File: config.mk
export PLATFORM = sky130hd
export DESIGN_NAME = bsh_pipe
export DESIGN_NICKNAME = d
export VERILOG_FILES = /design/src/rtl/bsh_pkg.sv /design/src/rtl/bsh_stage.sv /design/src/rtl/bsh_pipe.sv
export SDC_FILE = /design/constraint.sdc
export NUM_CORES = 1
export LEC_CHECK = 0
export ABC_AREA = 1
export CELL_PAD_IN_SITES_DETAIL_PLACEMENT = 0
export CELL_PAD_IN_SITES_GLOBAL_PLACEMENT = 2
export CORE_ASPECT_RATIO = 0.8
export CORE_MARGIN = 1
export CORE_UTILIZATION = 39
export DETAILED_ROUTE_END_ITERATION = 8
export DONT_BUFFER_PORTS = 1
export GPL_TIMING_DRIVEN = 0
export PLACE_DENSITY = 0.77
export SYNTH_ARGS = -nofsm -noshare
export SYNTH_HDL_FRONTEND = slang
export SYNTH_SLANG_ARGS = --single-unit
File: constraint.sdc
create_clock -name clk -period 4.3 [get_ports clk]
set_clock_uncertainty 0.15 [all_clocks]
set_input_delay 0.43 -clock clk [delete_from_list [all_inputs] [get_ports clk]]
set_output_delay 0.43 -clock clk [all_outputs]
set_load 0.02 [all_outputs]
File: src/rtl/bsh_pkg.sv
// bsh_pkg: shared mode and direction encodings for the pipelined barrel shifter.
package bsh_pkg;
  typedef enum logic [1:0] {
    MODE_ROT  = 2'b00,
    MODE_LSH  = 2'b01,
    MODE_ASH  = 2'b10,
    MODE_RSVD = 2'b11
  } mode_e;
  typedef enum logic {
    DIR_LEFT  = 1'b0,
    DIR_RIGHT = 1'b1
  } dir_e;
endpackage

File: src/rtl/bsh_stage.sv
// bsh_stage: one registered shifter stage applying a fixed shift of AMT when its sh bit is set.
module bsh_stage import bsh_pkg::*; #(
  parameter int WIDTH = 32,
  parameter int AMT   = 1
) (
  input  logic                     clk,
  input  logic                     rst_n,
  input  logic                     i_ld,
  input  logic                     i_valid,
  input  logic [WIDTH-1:0]         i_data,
  input  logic                     i_dir,
  input  logic [1:0]               i_mode,
  input  logic [$clog2(WIDTH)-1:0] i_sh,
  output logic                     o_valid,
  output logic [WIDTH-1:0]         o_data,
  output logic                     o_dir,
  output logic [1:0]               o_mode,
  output logic [$clog2(WIDTH)-1:0] o_sh
);
  localparam int K    = $clog2(AMT);
  localparam bit LAST = (AMT == WIDTH / 2);
  logic                     r_valid;
  logic [WIDTH-1:0]         r_data;
  logic                     r_dir;
  logic [1:0]               r_mode;
  logic [$clog2(WIDTH)-1:0] r_sh;
  logic [WIDTH-1:0]         w_rot, w_shf, w_res, w_msk;
  logic                     w_right, w_arith, w_take;
  always_comb begin
    w_right = (i_dir == DIR_RIGHT);
    w_arith = (i_mode == MODE_ASH) && i_data[WIDTH-1];
    w_msk   = ~({WIDTH{1'b1}} >> AMT);
    w_rot   = w_right ? (i_data >> AMT) | (i_data << (WIDTH - AMT))
                      : (i_data << AMT) | (i_data >> (WIDTH - AMT));
    w_shf   = w_right ? (i_data >> AMT) | (w_arith ? w_msk : '0) : i_data << AMT;
    w_res   = !i_sh[K] ? i_data
            : (i_mode == MODE_LSH || i_mode == MODE_ASH) ? w_shf : w_rot;
    w_take  = i_ld && i_valid;
  end
  always_ff @(posedge clk or negedge rst_n)
    if (!rst_n) r_valid <= 1'b0;
    else if (i_ld) r_valid <= i_valid;
  always_ff @(posedge clk)
    if (w_take) begin
      r_dir  <= i_dir;
      r_mode <= i_mode;
      r_sh   <= i_sh;
    end
  // Only the final stage's data is visible as data_out, so only it gets a reset.
  if (LAST) begin : g_rst
    always_ff @(posedge clk or negedge rst_n)
      if (!rst_n) r_data <= '0;
      else if (w_take) r_data <= w_res;
  end else begin : g_nrst
    always_ff @(posedge clk)
      if (w_take) r_data <= w_res;
  end
  assign o_valid = r_valid;
  assign o_data  = r_data;
  assign o_dir   = r_dir;
  assign o_mode  = r_mode;
  assign o_sh    = r_sh;
endmodule

File: src/rtl/bsh_pipe.sv
// bsh_pipe: SH_W-stage pipelined barrel shifter (rotate / logical / arithmetic) with
// valid/ready flow control and bubble collapse.
module bsh_pipe import bsh_pkg::*; #(
  parameter int WIDTH = 32,
  parameter int SH_W  = $clog2(WIDTH)
) (
  input  logic             clk,
  input  logic             rst_n,
  input  logic             in_valid,
  output logic             in_ready,
  input  logic [WIDTH-1:0] data_in,
  input  logic             dir,
  input  logic [1:0]       mode,
  input  logic [SH_W-1:0]  sh,
  output logic             out_valid,
  input  logic             out_ready,
  output logic [WIDTH-1:0] data_out
);
  logic [SH_W:0]    w_vld, w_dir;
  logic [SH_W-1:0]  w_ld;
  logic [WIDTH-1:0] w_data [SH_W+1];
  logic [1:0]       w_mode [SH_W+1];
  logic [SH_W-1:0]  w_sh   [SH_W+1];
  logic             w_unused;
  assign w_vld[0]  = in_valid;
  assign w_data[0] = data_in;
  assign w_dir[0]  = dir;
  assign w_mode[0] = mode;
  assign w_sh[0]   = sh;
  for (genvar k = 0; k < SH_W; k++) begin : g_st
    // A stage may load when it is empty or its successor is taking its item.
    if (k == SH_W - 1) begin : g_last
      assign w_ld[k] = !w_vld[k+1] || out_ready;
    end else begin : g_mid
      assign w_ld[k] = !w_vld[k+1] || w_ld[k+1];
    end
    bsh_stage #(.WIDTH(WIDTH), .AMT(1 << k)) u_stage (
      .clk     (clk),
      .rst_n   (rst_n),
      .i_ld    (w_ld[k]),
      .i_valid (w_vld[k]),
      .i_data  (w_data[k]),
      .i_dir   (w_dir[k]),
      .i_mode  (w_mode[k]),
      .i_sh    (w_sh[k]),
      .o_valid (w_vld[k+1]),
      .o_data  (w_data[k+1]),
      .o_dir   (w_dir[k+1]),
      .o_mode  (w_mode[k+1]),
      .o_sh    (w_sh[k+1])
    );
  end
  assign in_ready  = w_ld[0];
  assign out_valid = w_vld[SH_W];
  assign data_out  = w_data[SH_W];
  assign w_unused  = ^{w_dir[SH_W], w_mode[SH_W], w_sh[SH_W]};
endmodule

==> results of run 1 <==
-- power groups by stage --
stage,clock network [uW],registers [uW],logic [uW]
2_1_floorplan,0,2850,871
3_3_place_gp,0,3000,1200
3_5_place_dp,0,2990,1210
4_1_cts,1620,2950,1230
5_1_grt,1690,2990,1430
6_report,1590,2940,1240
-- registers in the layout, indices dropped and copies added, names as in the netlist --
register              cells
g_st.u_stage.o_data     160
g_st.u_stage.o_sh        10
g_st.u_stage.o_mode       8
g_st.u_stage.o_valid      5
g_st.u_stage.o_dir        4
-- how the worst max path moves through the flow --
stage	end	slack [ps]	cells after the start
finish	in_ready	1940	3
global route	in_ready	1780	3
CTS	g_st[3].u_stage.o_data[1]$_DFFE_PP_	1900	5
detailed placement	g_st[3].u_stage.o_data[6]$_DFFE_PP_	1900	5
global placement	g_st[0].u_stage.o_sh[2]$_DFFE_PP_	320	3
floorplan	g_st[0].u_stage.o_data[0]$_DFFE_PP_	1070	3
-- area by class of cell --
cell class                 count  area (sq um)
buffer                        65         336.6
fill                        2316         12930
tap                          312         390.4
clock inverter                13         115.1
sequential                   187          5430
inverter                      41         153.9
timing repair buffer          13         177.7
multi-input combinational    767          3386
clock buffer                  19         475.5
-- cells by family (layout without fill, tap and decap cells) --
kind of cell | Yosys count | in the layout | share of synthesized area [%]
flops | 187 | 187 | 58.47
compound gates | 211 | 211 | 11.79
buf+inv | 106 | 151 | 5.281
fa+ha+maj | 5 | 5 | 0.6736
simple gates | 551 | 551 | 23.79
-- worst register-to-register path, delay by kind of cell, from the launching register on --
family / cells / cell delay [ps]
AO/OA/AOI/OAI: 2 / 810
flip-flops: 1 / 520
buffers and inverters: 1 / 360
-- per-stage QoR --
step | util (%) | total power (uW) | area, sq um | setup WS [ps]
floorplan | - | 3725 | 9288 | 1074
global placement | 41.36 | 4196 | 9678 | 324.1
detailed placement | 41.62 | 4196 | 9737 | 1901
CTS | 44.61 | 5801 | 10440 | 1898
global route | 44.73 | 6111 | 10470 | 1785
finish | 44.73 | 5771 | 10470 | 1940
-- layout by cell type (no fill, tap or decap), types with 4 or more instances in the layout --
cell type      instances
o21ai_0              127
inv_2                  5
buf_4                  9
buf_2                 36
clkbuf_2               5
inv_8                  4
nand2_1              319
nor2_1               149
a21oi_1               47
dlygate4sd3_1          9
clkbuf_16             19
inv_1                 35
clkbuf_1              14
ha_1                   5
a31oi_1               31
nand3_1               60
or2_2                 13
edfxtp_1             150
dfrtp_1               37
o21ai_1                5
-- per-layer routing --
| metal | wire length, um | global-route usage, % |
|---|---|---|
| met1 | 13930 | 36.80 |
| met2 | 10500 | 30.17 |
| met3 | 1755 | 4.370 |
| met4 | 167 | 4.165 |
| met5 | 0 | 0 |
-- timing repair --
action,4_1_cts,5_1_grt
setup endpoints to repair,0,0
hold buffers,10,0
endpoints found under the hold margin,45,0
gates resized for setup,0,0
==> impl_metrics.env, run 1 <==
export IMPL_cp_slowest_cell="dfrtp_1"
export IMPL_synth_seq_area_share_pct=58.47
export IMPL_ios=78
export IMPL_min_period_ps=2360
export IMPL_num_vias=7423
export IMPL_cts_setup_buffers=0
export IMPL_finalCritPeriodShare_pct=54.88
export IMPL_grt_max_degree=38
export IMPL_status="finished, final reports clean"
export IMPL_synth_top_area_share_pct=48.50
export IMPL_cp_start_kind="flop"
export IMPL_initial_utilization_pct=39.70
export IMPL_synth_nets=1109
export IMPL_dieArea_sq_um=24440
export IMPL_max_freq_ghz=0.4237
export IMPL_netlist_area_sq_um=9288
export IMPL_final_setup_viol_count=0
export IMPL_power_frac_seq_pct=51.0
export IMPL_rows=50
export IMPL_worst_hold_path_num_cells=3
export IMPL_synth_flop_cell="edfxtp_1"
export IMPL_dieHeight_um=140.0
export IMPL_crit_arrival_ps=1780
export IMPL_drive_above_1_share_pct=10.14
export IMPL_port_buffers=0
export IMPL_fp_coreArea_sq_um=23400
export IMPL_whs_ps=77.61
export IMPL_cap_viol_max_count=0
export IMPL_synth_common_cells="nand2_1 (319), edfxtp_1 (150), nor2_1 (150)"
export IMPL_grt_first_pass_wirelength_um=41410
export IMPL_synthArstFlopShare_pct=19.79
export IMPL_crit_path_end_kind="output pin"
export IMPL_hold_viol_final=0
export IMPL_overflow=0
export IMPL_p_int_uw=3698
export IMPL_clock_power_share_pct=27.5
export IMPL_worstReg2RegStart="g_st[2].u_stage.o_sh[3]$_DFFE_PP_"
export IMPL_slowest_delay_ps=490
export IMPL_fp_dieW_um=174.5
export IMPL_nNetsFinal=1141
export IMPL_switching_power_uw=2073
export IMPL_place_congestion=0.8666
export IMPL_drt_pass1_iterations=5
export IMPL_yosys_warnings=0
export IMPL_worstSetupStartpoint="g_st[4].u_stage.o_valid$_DFFE_PN0P_"
export IMPL_crit_chain="nand4_1 -> nor2_1 -> nand2_1"
export IMPL_syn_inst=1060
export IMPL_reg2reg_slack_ps=2150
export IMPL_relSlewSlack_pct=44.34
export IMPL_cts_buffer_depth=2
export IMPL_netSwitchingFraction_pct=35.93
export IMPL_drc=0
export IMPL_clkTransAtPathRegs_ps=80
export IMPL_hold_path_class="input pin to flop"
export IMPL_grt_usage_pct=22.46
export IMPL_p_per_area_nw_per_um2=551.5
export IMPL_first_global_vias=7094
export IMPL_worstHoldEndpoint="g_st[4].u_stage.o_valid$_DFFE_PN0P_"
export IMPL_hp_start="out_ready"
export IMPL_area_delta_synth_final_pct=12.68
export IMPL_synthTopCellsByArea="edfxtp_1 (48%), nand2_1 (13%), dfrtp_1 (10%)"
export IMPL_timing_critical_path_buf_inv=0
export IMPL_yosysTopAreaCell="edfxtp_1"
export IMPL_tritoncts="done"
export IMPL_rsz0062_at_grt="no"
export IMPL_routedWlPerCell_um=18.60
export IMPL_post_place_cells=1374
export IMPL_cts_sinks=187
export IMPL_cts_max_level=4
export IMPL_avgSynthCellArea_sq_um=8.762
export IMPL_antenna_found_initial=0
export IMPL_peakVddDrop_mv=0.2518
export IMPL_place_hpwl_um=19770
export IMPL_drt_iter0_drc=640
export IMPL_ys_seq_elements=187
export IMPL_crit_family="simple AND/OR/NAND/NOR gates"
export IMPL_yosysUniqueCellTypes=23
export IMPL_r2r_end="g_st[3].u_stage.o_data[10]$_DFFE_PP_"
export IMPL_leakage_uw=0.004355
export IMPL_worst_ep_required_time_ps=3720
export IMPL_slew_viol_final=0
export IMPL_p_comb_share_pct=21.5
export IMPL_fin_tns_setup_ps=0
export IMPL_yosysMostFrequentCell="nand2_1"
export IMPL_antenna_left=0
export IMPL_r2r_cells=3
export IMPL_root_buffer="clkbuf_16"
export IMPL_synth_edf_count=150
export IMPL_vias_per_cell=5.239
export IMPL_fin_cells=1417
export IMPL_numCtsBuffers=17
export IMPL_max_slew_worst_pin_slew_ps=826.2
export IMPL_insertion_delay_ps=440
export IMPL_detail_route_wirelength_um=26360
export IMPL_crit_type="flop to output pin"
export IMPL_n_antenna_cell=0
export IMPL_critical_path_max_fanout=4
No activity file was read; power rests on OpenSTA's default activity.
==> run 2: changes to the inputs <==
--- a/config.mk
+++ b/config.mk
@@ -5,7 +5,7 @@
 export SDC_FILE = /design/constraint.sdc
 export NUM_CORES = 1
 export LEC_CHECK = 0
-export ABC_AREA = 1
+export ABC_AREA = 0
 export CELL_PAD_IN_SITES_DETAIL_PLACEMENT = 0
 export CELL_PAD_IN_SITES_GLOBAL_PLACEMENT = 2
 export CORE_ASPECT_RATIO = 0.8
@@ -14,7 +14,7 @@
 export DETAILED_ROUTE_END_ITERATION = 8
 export DONT_BUFFER_PORTS = 1
 export GPL_TIMING_DRIVEN = 0
-export PLACE_DENSITY = 0.77
+export PLACE_DENSITY = 0.74
 export SYNTH_ARGS = -nofsm -noshare
 export SYNTH_HDL_FRONTEND = slang
 export SYNTH_SLANG_ARGS = --single-unit
==> constraint.sdc (replaced) <==
create_clock -name clk -period 1.9 [get_ports clk]
set_clock_uncertainty 0.15 [all_clocks]
set_input_delay 0.19 -clock clk [delete_from_list [all_inputs] [get_ports clk]]
set_output_delay 0.19 -clock clk [all_outputs]
set_load 0.02 [all_outputs]
==> impl_metrics.env, run 2 <==
export IMPL_cp_start_kind="flop"
export IMPL_r2r_end="g_st[0].u_stage.o_data[20]$_DFFE_PP_"
export IMPL_route_met3_wl_um=2763
export IMPL_avgSynthCellArea_sq_um=11.67
export IMPL_worstReg2RegStart="g_st[4].u_stage.o_valid$_DFFE_PN0P_"
export IMPL_dieHeight_um=139.8
export IMPL_hold_path_class="input pin to flop"
export IMPL_grt_first_pass_wirelength_um=40360
export IMPL_crit_family="simple AND/OR/NAND/NOR gates"
export IMPL_syn_inst=793
export IMPL_status="finished, final reports clean"
export IMPL_synthTopCellsByArea="edfxtp_1 (49%), mux2i_1 (11%), dfrtp_1 (10%)"
export IMPL_worst_ep_required_time_ps=1920
export IMPL_drc=0
export IMPL_yosysTopAreaCell="edfxtp_1"
export IMPL_min_period_ps=1852
export IMPL_antenna_left=0
export IMPL_cts_buffer_depth=2
export IMPL_cap_viol_max_count=0
export IMPL_yosysMostFrequentCell="edfxtp_1"
export IMPL_routedWlPerCell_um=22.22
export IMPL_synth_flop_cell="edfxtp_1"
export IMPL_post_place_cells=1105
export IMPL_slew_viol_final=0
export IMPL_drt_iter0_drc=520
export IMPL_fin_tns_setup_ps=0
export IMPL_p_per_area_nw_per_um2=1123
export IMPL_synth_common_cells="edfxtp_1 (150), a21oi_1 (141), nor2_1 (127)"
export IMPL_setup_slack_ps=47.82
export IMPL_mostFrequentLayoutCell="edfxtp_1"
export IMPL_rows=50
export IMPL_wl_met1_um=13510
export IMPL_synth_seq_area_share_pct=58.68
export IMPL_critical_path_max_fanout=10
export IMPL_cts_sinks=187
export IMPL_crit_type="flop to flop"
export IMPL_worstHoldEndpoint="g_st[0].u_stage.o_data[14]$_DFFE_PP_"
export IMPL_highest_layer="met4"
export IMPL_leakage_uw=0.004153
export IMPL_initial_utilization_pct=39.66
export IMPL_grt_usage_pct=22.58
export IMPL_vias_per_cell=5.675
export IMPL_insertion_delay_ps=430
export IMPL_place_hpwl_um=19220
export IMPL_final_cell_mix="edfxtp_1 (150), a21oi_1 (140), nor2_1 (127)"
export IMPL_finalCritPeriodShare_pct=97.48
export IMPL_synth_nets=842
export IMPL_worst_hold_path_num_cells=1
export IMPL_grt_max_degree=38
export IMPL_drt_pass1_iterations=5
export IMPL_cts_max_level=4
export IMPL_first_global_vias=6490
export IMPL_reg2reg_slack_ps=50
export IMPL_fp_coreArea_sq_um=23330
export IMPL_yosysUniqueCellTypes=36
export IMPL_fp_dieW_um=174.2
export IMPL_numCtsBuffers=17
export IMPL_hold_viol_final=0
export IMPL_synthArstFlopShare_pct=19.79
export IMPL_peakVddDrop_mv=0.6612
export IMPL_yosys_warnings=0
export IMPL_area_delta_synth_final_pct=19.46
export IMPL_n_antenna_cell=0
export IMPL_max_slew_worst_pin_slew_ps=617.2
export IMPL_port_buffers=0
export IMPL_cp_slowest_cell="dfrtp_1"
export IMPL_route_met2_wl_um=10370
export IMPL_num_vias=6856
export IMPL_drive_above_1_share_pct=14.06
export IMPL_crit_path_end_kind="flop"
export IMPL_relSlewSlack_pct=58.85
export IMPL_detail_route_wirelength_um=26840
export IMPL_overflow=0
export IMPL_synth_top_area_share_pct=48.67
export IMPL_nNetsFinal=932
export IMPL_ios=78
export IMPL_tritoncts="done"
export IMPL_final_core_util_pct=47.37
export IMPL_crit_arrival_ps=1870
export IMPL_r2r_cells=3
export IMPL_root_buffer="clkbuf_16"
export IMPL_fin_cells=1208
export IMPL_slowest_delay_ps=500
export IMPL_final_setup_viol_count=0
export IMPL_largest_register_ffs=160
export IMPL_ys_seq_elements=187
export IMPL_crit_chain="and4b_4 -> nand3_4 -> and2_2"
export IMPL_antenna_found_initial=1
export IMPL_hp_start="in_valid"
export IMPL_netlist_area_sq_um=9254
export IMPL_place_ws_ps=-290.2
export IMPL_total_power_uw=12420
export IMPL_place_congestion=0.8819
export IMPL_timing_critical_path_buf_inv=0
export IMPL_dieArea_sq_um=24350
export IMPL_max_freq_ghz=0.5399
export IMPL_synth_edf_count=150
export IMPL_clkTransAtPathRegs_ps=70
==> run 2: per-stage QoR <==
| step | hold WS, ps | area, sq um |
|---|---|---|
| after floorplan | -255.6 | 9273 |
| after global placement | -254.7 | 9663 |
| after detailed placement | -254.7 | 9663 |
| after CTS | 24.45 | 11000 |
| after global routing | 32.56 | 11050 |
| final | 46.23 | 11050 |
==> run 2: final cells by class <==
| cell class | instances | area [sq um] |
|---|---|---|
| Fill cell | 2108 | 12280 |
| Timing Repair Buffer | 67 | 688.2 |
| Sequential cell | 187 | 5430 |
| Buffer | 66 | 379.1 |
| Clock buffer | 22 | 485.5 |
| Clock inverter | 10 | 87.58 |
| Multi-Input combinational cell | 537 | 3567 |
| Tap cell | 312 | 390.4 |
| Inverter | 7 | 26.28 |
==> run 2: repair_timing <==
action,4_1_cts,5_1_grt
gates resized for setup,16,18
hold buffers,65,0
pin swaps,1,2
setup endpoints to repair,168,72
hold endpoints to repair,106,0
setup buffers,1,1
cloned,4,0
==> run 2: worst register-to-register path, stage by stage (launching register included) <==
cell     delay [ps]
dfrtp_1         500
and4b_4         380
nand3_4         210
and2_2          360
==> run 2: cells by family after synthesis <==
group | Yosys count | synth area share (%)
fa+ha+maj | 5 | 0.6760
buf+inv | 73 | 4.245
mux | 100 | 10.84
compound gates | 247 | 17.17
simple gates | 181 | 8.383
flops | 187 | 58.68
==> run 2: report_power, final <==
part | switching [uW] | internal, uW
clock | 1530 | 1960
combinational | 1540 | 1060
sequential | 965 | 5370
total | 4030 | 8380
==> run 2: worst max-delay path by stage <==
stage	end	from	cells after the start	slack [ps]
global placement	g_st[3].u_stage.o_data[1]$_DFFE_PP_	g_st[2].u_stage.o_mode[1]$_DFFE_PP_	4	-260
finish	g_st[0].u_stage.o_data[20]$_DFFE_PP_	g_st[4].u_stage.o_valid$_DFFE_PN0P_	3	50
CTS	in_ready	g_st[3].u_stage.o_valid$_DFFE_PN0P_	3	8
detailed placement	g_st[2].u_stage.o_data[21]$_DFFE_PP_	g_st[3].u_stage.o_valid$_DFFE_PN0P_	3	-290
global route	in_ready	g_st[4].u_stage.o_valid$_DFFE_PN0P_	2	-3
floorplan	g_st[2].u_stage.o_data[0]$_DFFE_PP_	g_st[3].u_stage.o_valid$_DFFE_PN0P_	3	4
==> run 2: per-layer routing <==
| layer | up-vias | global-route usage (%) |
|---|---|---|
| met2 | 253 | 28.56 |
| met1 | 3431 | 35.65 |
| met4 | 0 | 4.801 |
| met5 | - | 0 |
| met3 | 14 | 8.306 |
| li1 | 3158 | - |
